**src/rtl/mem_burst_reader.sv**
```systemverilog
// mem_burst_reader
//   Reads a burst of consecutive words from a small synchronous-read memory
//   and streams them out over a valid/ready interface. It keeps at most two
//   words outstanding (in flight from memory plus held in a 2-entry skid
//   buffer), so a word returning from memory is never lost while the stream
//   is stalled.
//
// Optional feature (macro MEM_BURST_READER_CSUM_EN):
//   adds output csum, the modulo-2^DAT_W sum of all words transferred in the
//   current burst. It is cleared on an accepted start and on rst, and it is
//   valid while done=1. Without the macro there is no csum port and no
//   checksum logic.
//
// Ports:
//   clk        in   single clock, rising edge
//   rst        in   synchronous active-high reset
//   start      in   one-cycle burst request, honoured only in IDLE
//   base_adr   in   first memory address of the burst
//   len        in   burst length in words, 0..16
//   busy       out  high in READ, DRAIN and FINISH
//   done       out  one-cycle pulse in FINISH
//   adr        out  memory read address
//   dat_r      in   memory read data, valid one cycle after adr
//   out_data   out  stream data
//   out_valid  out  stream data valid
//   out_ready  in   downstream accept
//   csum       out  burst checksum (only with MEM_BURST_READER_CSUM_EN)
//   dbg_state  out  current FSM state, for debug and checkers
//
// Stream handshake: a word transfers in a cycle where out_valid and out_ready
// are both high. Once out_valid is raised, out_valid and out_data stay
// unchanged until that transfer happens. out_ready may change at any time
// and does not depend on out_valid.
module mem_burst_reader #(
  parameter int ADR_W = 4,
  parameter int DAT_W = 8
) (
  input  logic             clk,
  input  logic             rst,
  input  logic             start,
  input  logic [ADR_W-1:0] base_adr,
  input  logic [ADR_W:0]   len,
  output logic             busy,
  output logic             done,
  output logic [ADR_W-1:0] adr,
  input  logic [DAT_W-1:0] dat_r,
  output logic [DAT_W-1:0] out_data,
  output logic             out_valid,
  input  logic             out_ready,
`ifdef MEM_BURST_READER_CSUM_EN
  output logic [DAT_W-1:0] csum,
`endif
  output logic [1:0]       dbg_state
);

  typedef enum logic [1:0] {
    IDLE   = 2'd0,
    READ   = 2'd1,
    DRAIN  = 2'd2,
    FINISH = 2'd3
  } state_t;

  localparam logic [ADR_W-1:0] ADR_ONE = {{(ADR_W-1){1'b0}}, 1'b1};
  localparam logic [ADR_W:0]   LEN_ONE = {{ADR_W{1'b0}}, 1'b1};

  state_t             state_q, state_d;
  logic [ADR_W-1:0]   adr_q;
  logic [ADR_W:0]     len_q;
  logic [ADR_W:0]     issue_cnt_q;
  logic [ADR_W:0]     xfer_cnt_q;
  // High in the cycle where the word addressed in the previous cycle is on dat_r.
  logic               rvalid_q;
  logic [DAT_W-1:0]   buf_q [2];
  logic               rd_ptr_q;
  logic               wr_ptr_q;
  logic [1:0]         cnt_q, cnt_d;

  logic               accept;
  logic               issue;
  logic               xfer;
  logic               push;
  logic               pop;
  logic [1:0]         occupancy;

  assign accept    = (state_q == IDLE) && start;
  assign occupancy = {1'b0, rvalid_q} + cnt_q;

  // Buffered words always go first; a returning word is passed straight
  // through only when the buffer is empty, which keeps address order.
  always_comb begin
    out_valid = 1'b0;
    out_data  = '0;
    if (cnt_q != 2'd0) begin
      out_valid = 1'b1;
      out_data  = buf_q[rd_ptr_q];
    end else if (rvalid_q) begin
      out_valid = 1'b1;
      out_data  = dat_r;
    end
  end

  assign xfer = out_valid && out_ready;
  // A returning word is buffered unless it leaves this same cycle.
  assign push = rvalid_q && !((cnt_q == 2'd0) && out_ready);
  assign pop  = (cnt_q != 2'd0) && out_ready;

  always_comb begin
    cnt_d = cnt_q;
    if (push && !pop) begin
      cnt_d = cnt_q + 2'd1;
    end else if (pop && !push) begin
      cnt_d = cnt_q - 2'd1;
    end
  end

  // Next-state logic. The issue limit of two outstanding words is what
  // makes a 2-entry buffer sufficient.
  always_comb begin
    state_d = state_q;
    issue   = 1'b0;
    unique case (state_q)
      IDLE: begin
        if (start) begin
          state_d = (len == '0) ? FINISH : READ;
        end
      end
      READ: begin
        issue = (occupancy < 2'd2);
        if (issue && (issue_cnt_q == (len_q - LEN_ONE))) begin
          state_d = DRAIN;
        end
      end
      DRAIN: begin
        if (xfer && (xfer_cnt_q == (len_q - LEN_ONE))) begin
          state_d = FINISH;
        end
      end
      FINISH: begin
        state_d = IDLE;
      end
      default: begin
        state_d = IDLE;
      end
    endcase
  end

  always_ff @(posedge clk) begin
    if (rst) begin
      state_q     <= IDLE;
      adr_q       <= '0;
      len_q       <= '0;
      issue_cnt_q <= '0;
      xfer_cnt_q  <= '0;
      rvalid_q    <= 1'b0;
      buf_q[0]    <= '0;
      buf_q[1]    <= '0;
      rd_ptr_q    <= 1'b0;
      wr_ptr_q    <= 1'b0;
      cnt_q       <= 2'd0;
    end else begin
      state_q  <= state_d;
      rvalid_q <= issue;
      if (accept) begin
        adr_q       <= base_adr;
        len_q       <= len;
        issue_cnt_q <= '0;
        xfer_cnt_q  <= '0;
      end else begin
        if (issue) begin
          // Natural wrap of the ADR_W-bit address gives modulo addressing.
          adr_q       <= adr_q + ADR_ONE;
          issue_cnt_q <= issue_cnt_q + LEN_ONE;
        end
        if (xfer) begin
          xfer_cnt_q <= xfer_cnt_q + LEN_ONE;
        end
      end
      if (push) begin
        buf_q[wr_ptr_q] <= dat_r;
        wr_ptr_q        <= ~wr_ptr_q;
      end
      if (pop) begin
        rd_ptr_q <= ~rd_ptr_q;
      end
      cnt_q <= cnt_d;
    end
  end

  assign adr       = adr_q;
  assign busy      = (state_q != IDLE);
  assign done      = (state_q == FINISH);
  assign dbg_state = state_q;

`ifdef MEM_BURST_READER_CSUM_EN
  logic [DAT_W-1:0] csum_q;

  always_ff @(posedge clk) begin
    if (rst) begin
      csum_q <= '0;
    end else if (accept) begin
      csum_q <= '0;
    end else if (xfer) begin
      csum_q <= csum_q + out_data;
    end
  end

  assign csum = csum_q;
`endif

endmodule

```
**config.mk**
```make
export PLATFORM = sky130hd
export DESIGN_NAME = mem_burst_reader
export DESIGN_NICKNAME = d
export VERILOG_FILES = /design/src/rtl/mem_burst_reader.sv
export SDC_FILE = /design/constraint.sdc
export NUM_CORES = 1
export LEC_CHECK = 0
export ABC_AREA = 0
export CAP_MARGIN = 20
export CORE_MARGIN = 2
export CORE_UTILIZATION = 35
export DETAILED_ROUTE_END_ITERATION = 10
export GPL_TIMING_DRIVEN = 0
export PLACE_DENSITY = 0.62
export SYNTH_ARGS = -nofsm -noshare
export SYNTH_HDL_FRONTEND = slang
export SYNTH_SLANG_ARGS = --single-unit
```
**constraint.sdc**
```tcl
create_clock -name clk -period 5.3 [get_ports clk]
set_clock_uncertainty 0.2 [all_clocks]
set_input_delay 1.06 -clock clk [delete_from_list [all_inputs] [get_ports clk]]
set_output_delay 1.06 -clock clk [all_outputs]
set_load 0.02 [all_outputs]
```
==> flow_summary_export.csv <==
group,metric,value,unit
outcome,status,"completed",
clock_tree,cts_tree,"yes",
timing,rsz0062_at_grt,"no",
clock_tree,cts_post_setup_buffers_inserted,0,
synth,synth_cell_type_count,42,
timing,min_period,3.79,ns
routing,wirelength,5.23,mm
synth,ys_warn_count,0,
power,clkPwrFrac,19.9,%
cells_and_area,finish.utilization,45.3,%
worst_setup_path,startpoint_type,"flop",
synth,yosysSeqAreaShare,43.1,%
cells_and_area,final_cell_mix,"clkdlybuf4s50_1, dfxtp_1, nand2_1, nor2_1, and2_1",
routing,drt_iter0_markers,59,
place,gp_congestion,0.744,
die,pin_count,38,
global_routing,antenna_found_initial,0,
timing,hold_viol,0,
clock_tree,clk_root_buffer_cell,"clkbuf_8",
clock_tree,numCtsBuffers,5,
power,power.switching,382,µW
die,rows,29,
timing,slew_headroom,34.9,%
synth,syn_area_per_cell,9.45,µm²
clock_tree,clk_latency,0.29,ns
worst_setup_path,critical_path_class,"flop to output pin",
die,die_w,86.3,µm
cells_and_area,nets,325,
routing,ant_nets,0,
power,power_leakage,1.05,nW
clock_tree,cts.clk_slew.worst_paths,0.08,ns
worst_setup_path,endpoint_kind,"output pin",
global_routing,track_usage,14.6,%
clock_tree,h-tree-depth,2,
worst_setup_path,crit_fanout,10,
worst_setup_path,regToRegSetupSlack,2.72,ns
synth,netlist_area,2370,µm²
power,sequentialPowerShare,40.1,%
routing,first_pass_iters,4,
routing,avgRoutedWirePerCell,14.0,µm
die,core_area,6460,µm²
run,maxCapViolCount,0,
global_routing,grt_pass1_wl,8.52,mm
synth,syn_nets,281,
cells_and_area,instances_no_fill,373,
power,p_int,668,µW
timing,tightest_slew,0.974,ns
cells_and_area,area_growth,23.3,%
die,start_util,36.7,%
power,switching_share,36.4,%
clock_tree,clock-sinks,43,
place,portBuffers,37,
routing,viasPerCell,5.01,
routing,via_count,1870,
routing,drc_errors,0,
place,placedCellCount,365,
min_path,worstHoldPathType,"flop to flop",
worst_setup_path,cp.required,4.04,ns
timing,min_period_over_period,71.5,%
timing,fmax,264,MHz
cells_and_area,drive_gt1_share,7.09,%
cells_and_area,final_common_cell,"clkdlybuf4s50_1",
die,die_y,86.3,µm
timing,tns,0,ns
global_routing,grt_max_degree,14,
power,ir_drop,0.200,mV
clock_tree,hold_buffers,0,
die,design.die.area,7450,µm²
synth,ys_ff_latch,43,
synth,syn_inst,251,
power,p_comb_share,40.0,%
worst_setup_path,arrival,2.53,ns
global_routing,grt_overflow,0,
place,place_hpwl,3.78,mm
cells_and_area,antenna_cells,0,
timing,setup_viol,0,
global_routing,grt_pass1_vias,1810,
power,cellPowerDensity,359,nW/µm²
clock_tree,cts_resized,0,
timing,finalMaxSlewViolations,0,
clock_tree,clock_path_buffers,2,
==> power by group through the flow <==
stage / Sequential, mW / Clock (mW) / Combinational (mW)
global route: 0.428 / 0.230 / 0.461
CTS: 0.422 / 0.214 / 0.427
detailed placement: 0.429 / 0 / 0.424
floorplan: 0.440 / 0 / 0.268
finish: 0.421 / 0.209 / 0.420
global placement: 0.428 / 0 / 0.419
==> cell usage after synthesis (all sizes together) <==
library cell | instances | area [µm²]
or4b | 1 | 13.8
nand2 | 21 | 78.8
inv | 9 | 33.8
a21boi | 2 | 15.0
nor2b | 4 | 25.0
xor2 | 14 | 130
o32ai | 1 | 27.5
nor3 | 6 | 35.0
nor2 | 20 | 75.1
nand3 | 9 | 45.0
ha | 9 | 113
o21ai | 13 | 65.1
a2111o | 1 | 11.3
a211oi | 6 | 45.0
o211ai | 1 | 7.51
o21bai | 1 | 7.51
or4 | 1 | 7.51
xnor2 | 6 | 52.6
a211o | 2 | 17.5
mux2i | 11 | 110
and2 | 18 | 113
a311oi | 1 | 8.76
edfxtp | 16 | 480
nor3b | 3 | 22.5
buf | 8 | 42.5
a31oi | 1 | 6.26
o31ai | 1 | 21.3
dfxtp | 27 | 541
mux2 | 1 | 11.3
clkbuf | 5 | 18.8
nand4 | 5 | 31.3
nand2b | 7 | 43.8
o221ai | 1 | 8.76
a21oi | 13 | 65.1
or2 | 3 | 18.8
and3b | 1 | 8.76
or3 | 2 | 13.8
==> stage by stage <==
stage                     cell area [µm²]  setup slack, ns  hold WS, ns  power, mW
after global placement               2840             1.62        0.260      0.848
after floorplan                      2370             2.68        0.248      0.707
after global routing                 2920             1.30        0.302       1.12
final                                2920             1.51        0.288       1.05
after detailed placement             2840             1.64        0.274      0.853
after CTS                            2920             1.49        0.289       1.06
==> layout make-up <==
cell class,count,area (µm²)
fill,661,3540
multi-input combinational,186,1250
sequential,43,1020
timing repair buffer,37,370
tap,77,96.3
clock buffer,6,72.6
buffer,13,61.3
inverter,9,33.8
clock inverter,2,12.5
==> final timing paths <==
path | end | depth (start not counted) | start
hold reg to reg | xfer_cnt_q[4] | 2 | xfer_cnt_q[4]
hold / removal | xfer_cnt_q[4] | 2 | xfer_cnt_q[4]
setup / recovery | out_data[6] | 6 | cnt_q[0]
setup reg to reg | dbg_state[1] | 8 | len_q[0]
==> flip-flops by register name, indices dropped and copies added, names as in the netlist, named ones only <==
signal,count
cnt_q,2
buf_q,16
issue_cnt_q,5
xfer_cnt_q,5
len_q,5
dbg_state,2
rvalid_q,1
wr_ptr_q,1
rd_ptr_q,1
adr,4
==> layer usage <==
metal	share of wire, %	GRT usage (%)
met2	50	25.7
met1	46	17.9
met5	0	0
met3	3.3	3.05
met4	0.84	4.26
==> cells by family (layout without fill, tap and decap cells) <==
group | Yosys count | in the layout | share of synthesized area, %
buffers and inverters | 22 | 67 | 4.01
adders and majority gates | 9 | 9 | 4.75
DFF | 43 | 43 | 43.1
xor gates and xnor gates | 20 | 20 | 7.70
muxes | 12 | 12 | 5.12
and+or+nand+nor | 101 | 101 | 22.4
AOI/OAI and AO/OA | 44 | 44 | 12.9
==> critical path, cell delays in order (launching register included) <==
cell and delay, ns:
dfxtp_1 0.30, buf_4 0.15, nor2_1 0.52, clkbuf_1 0.41, nand3_1 0.12, o21ai_0 0.11, clkdlybuf4s50_1 0.63
No activity file was read; power rests on OpenSTA's default activity.
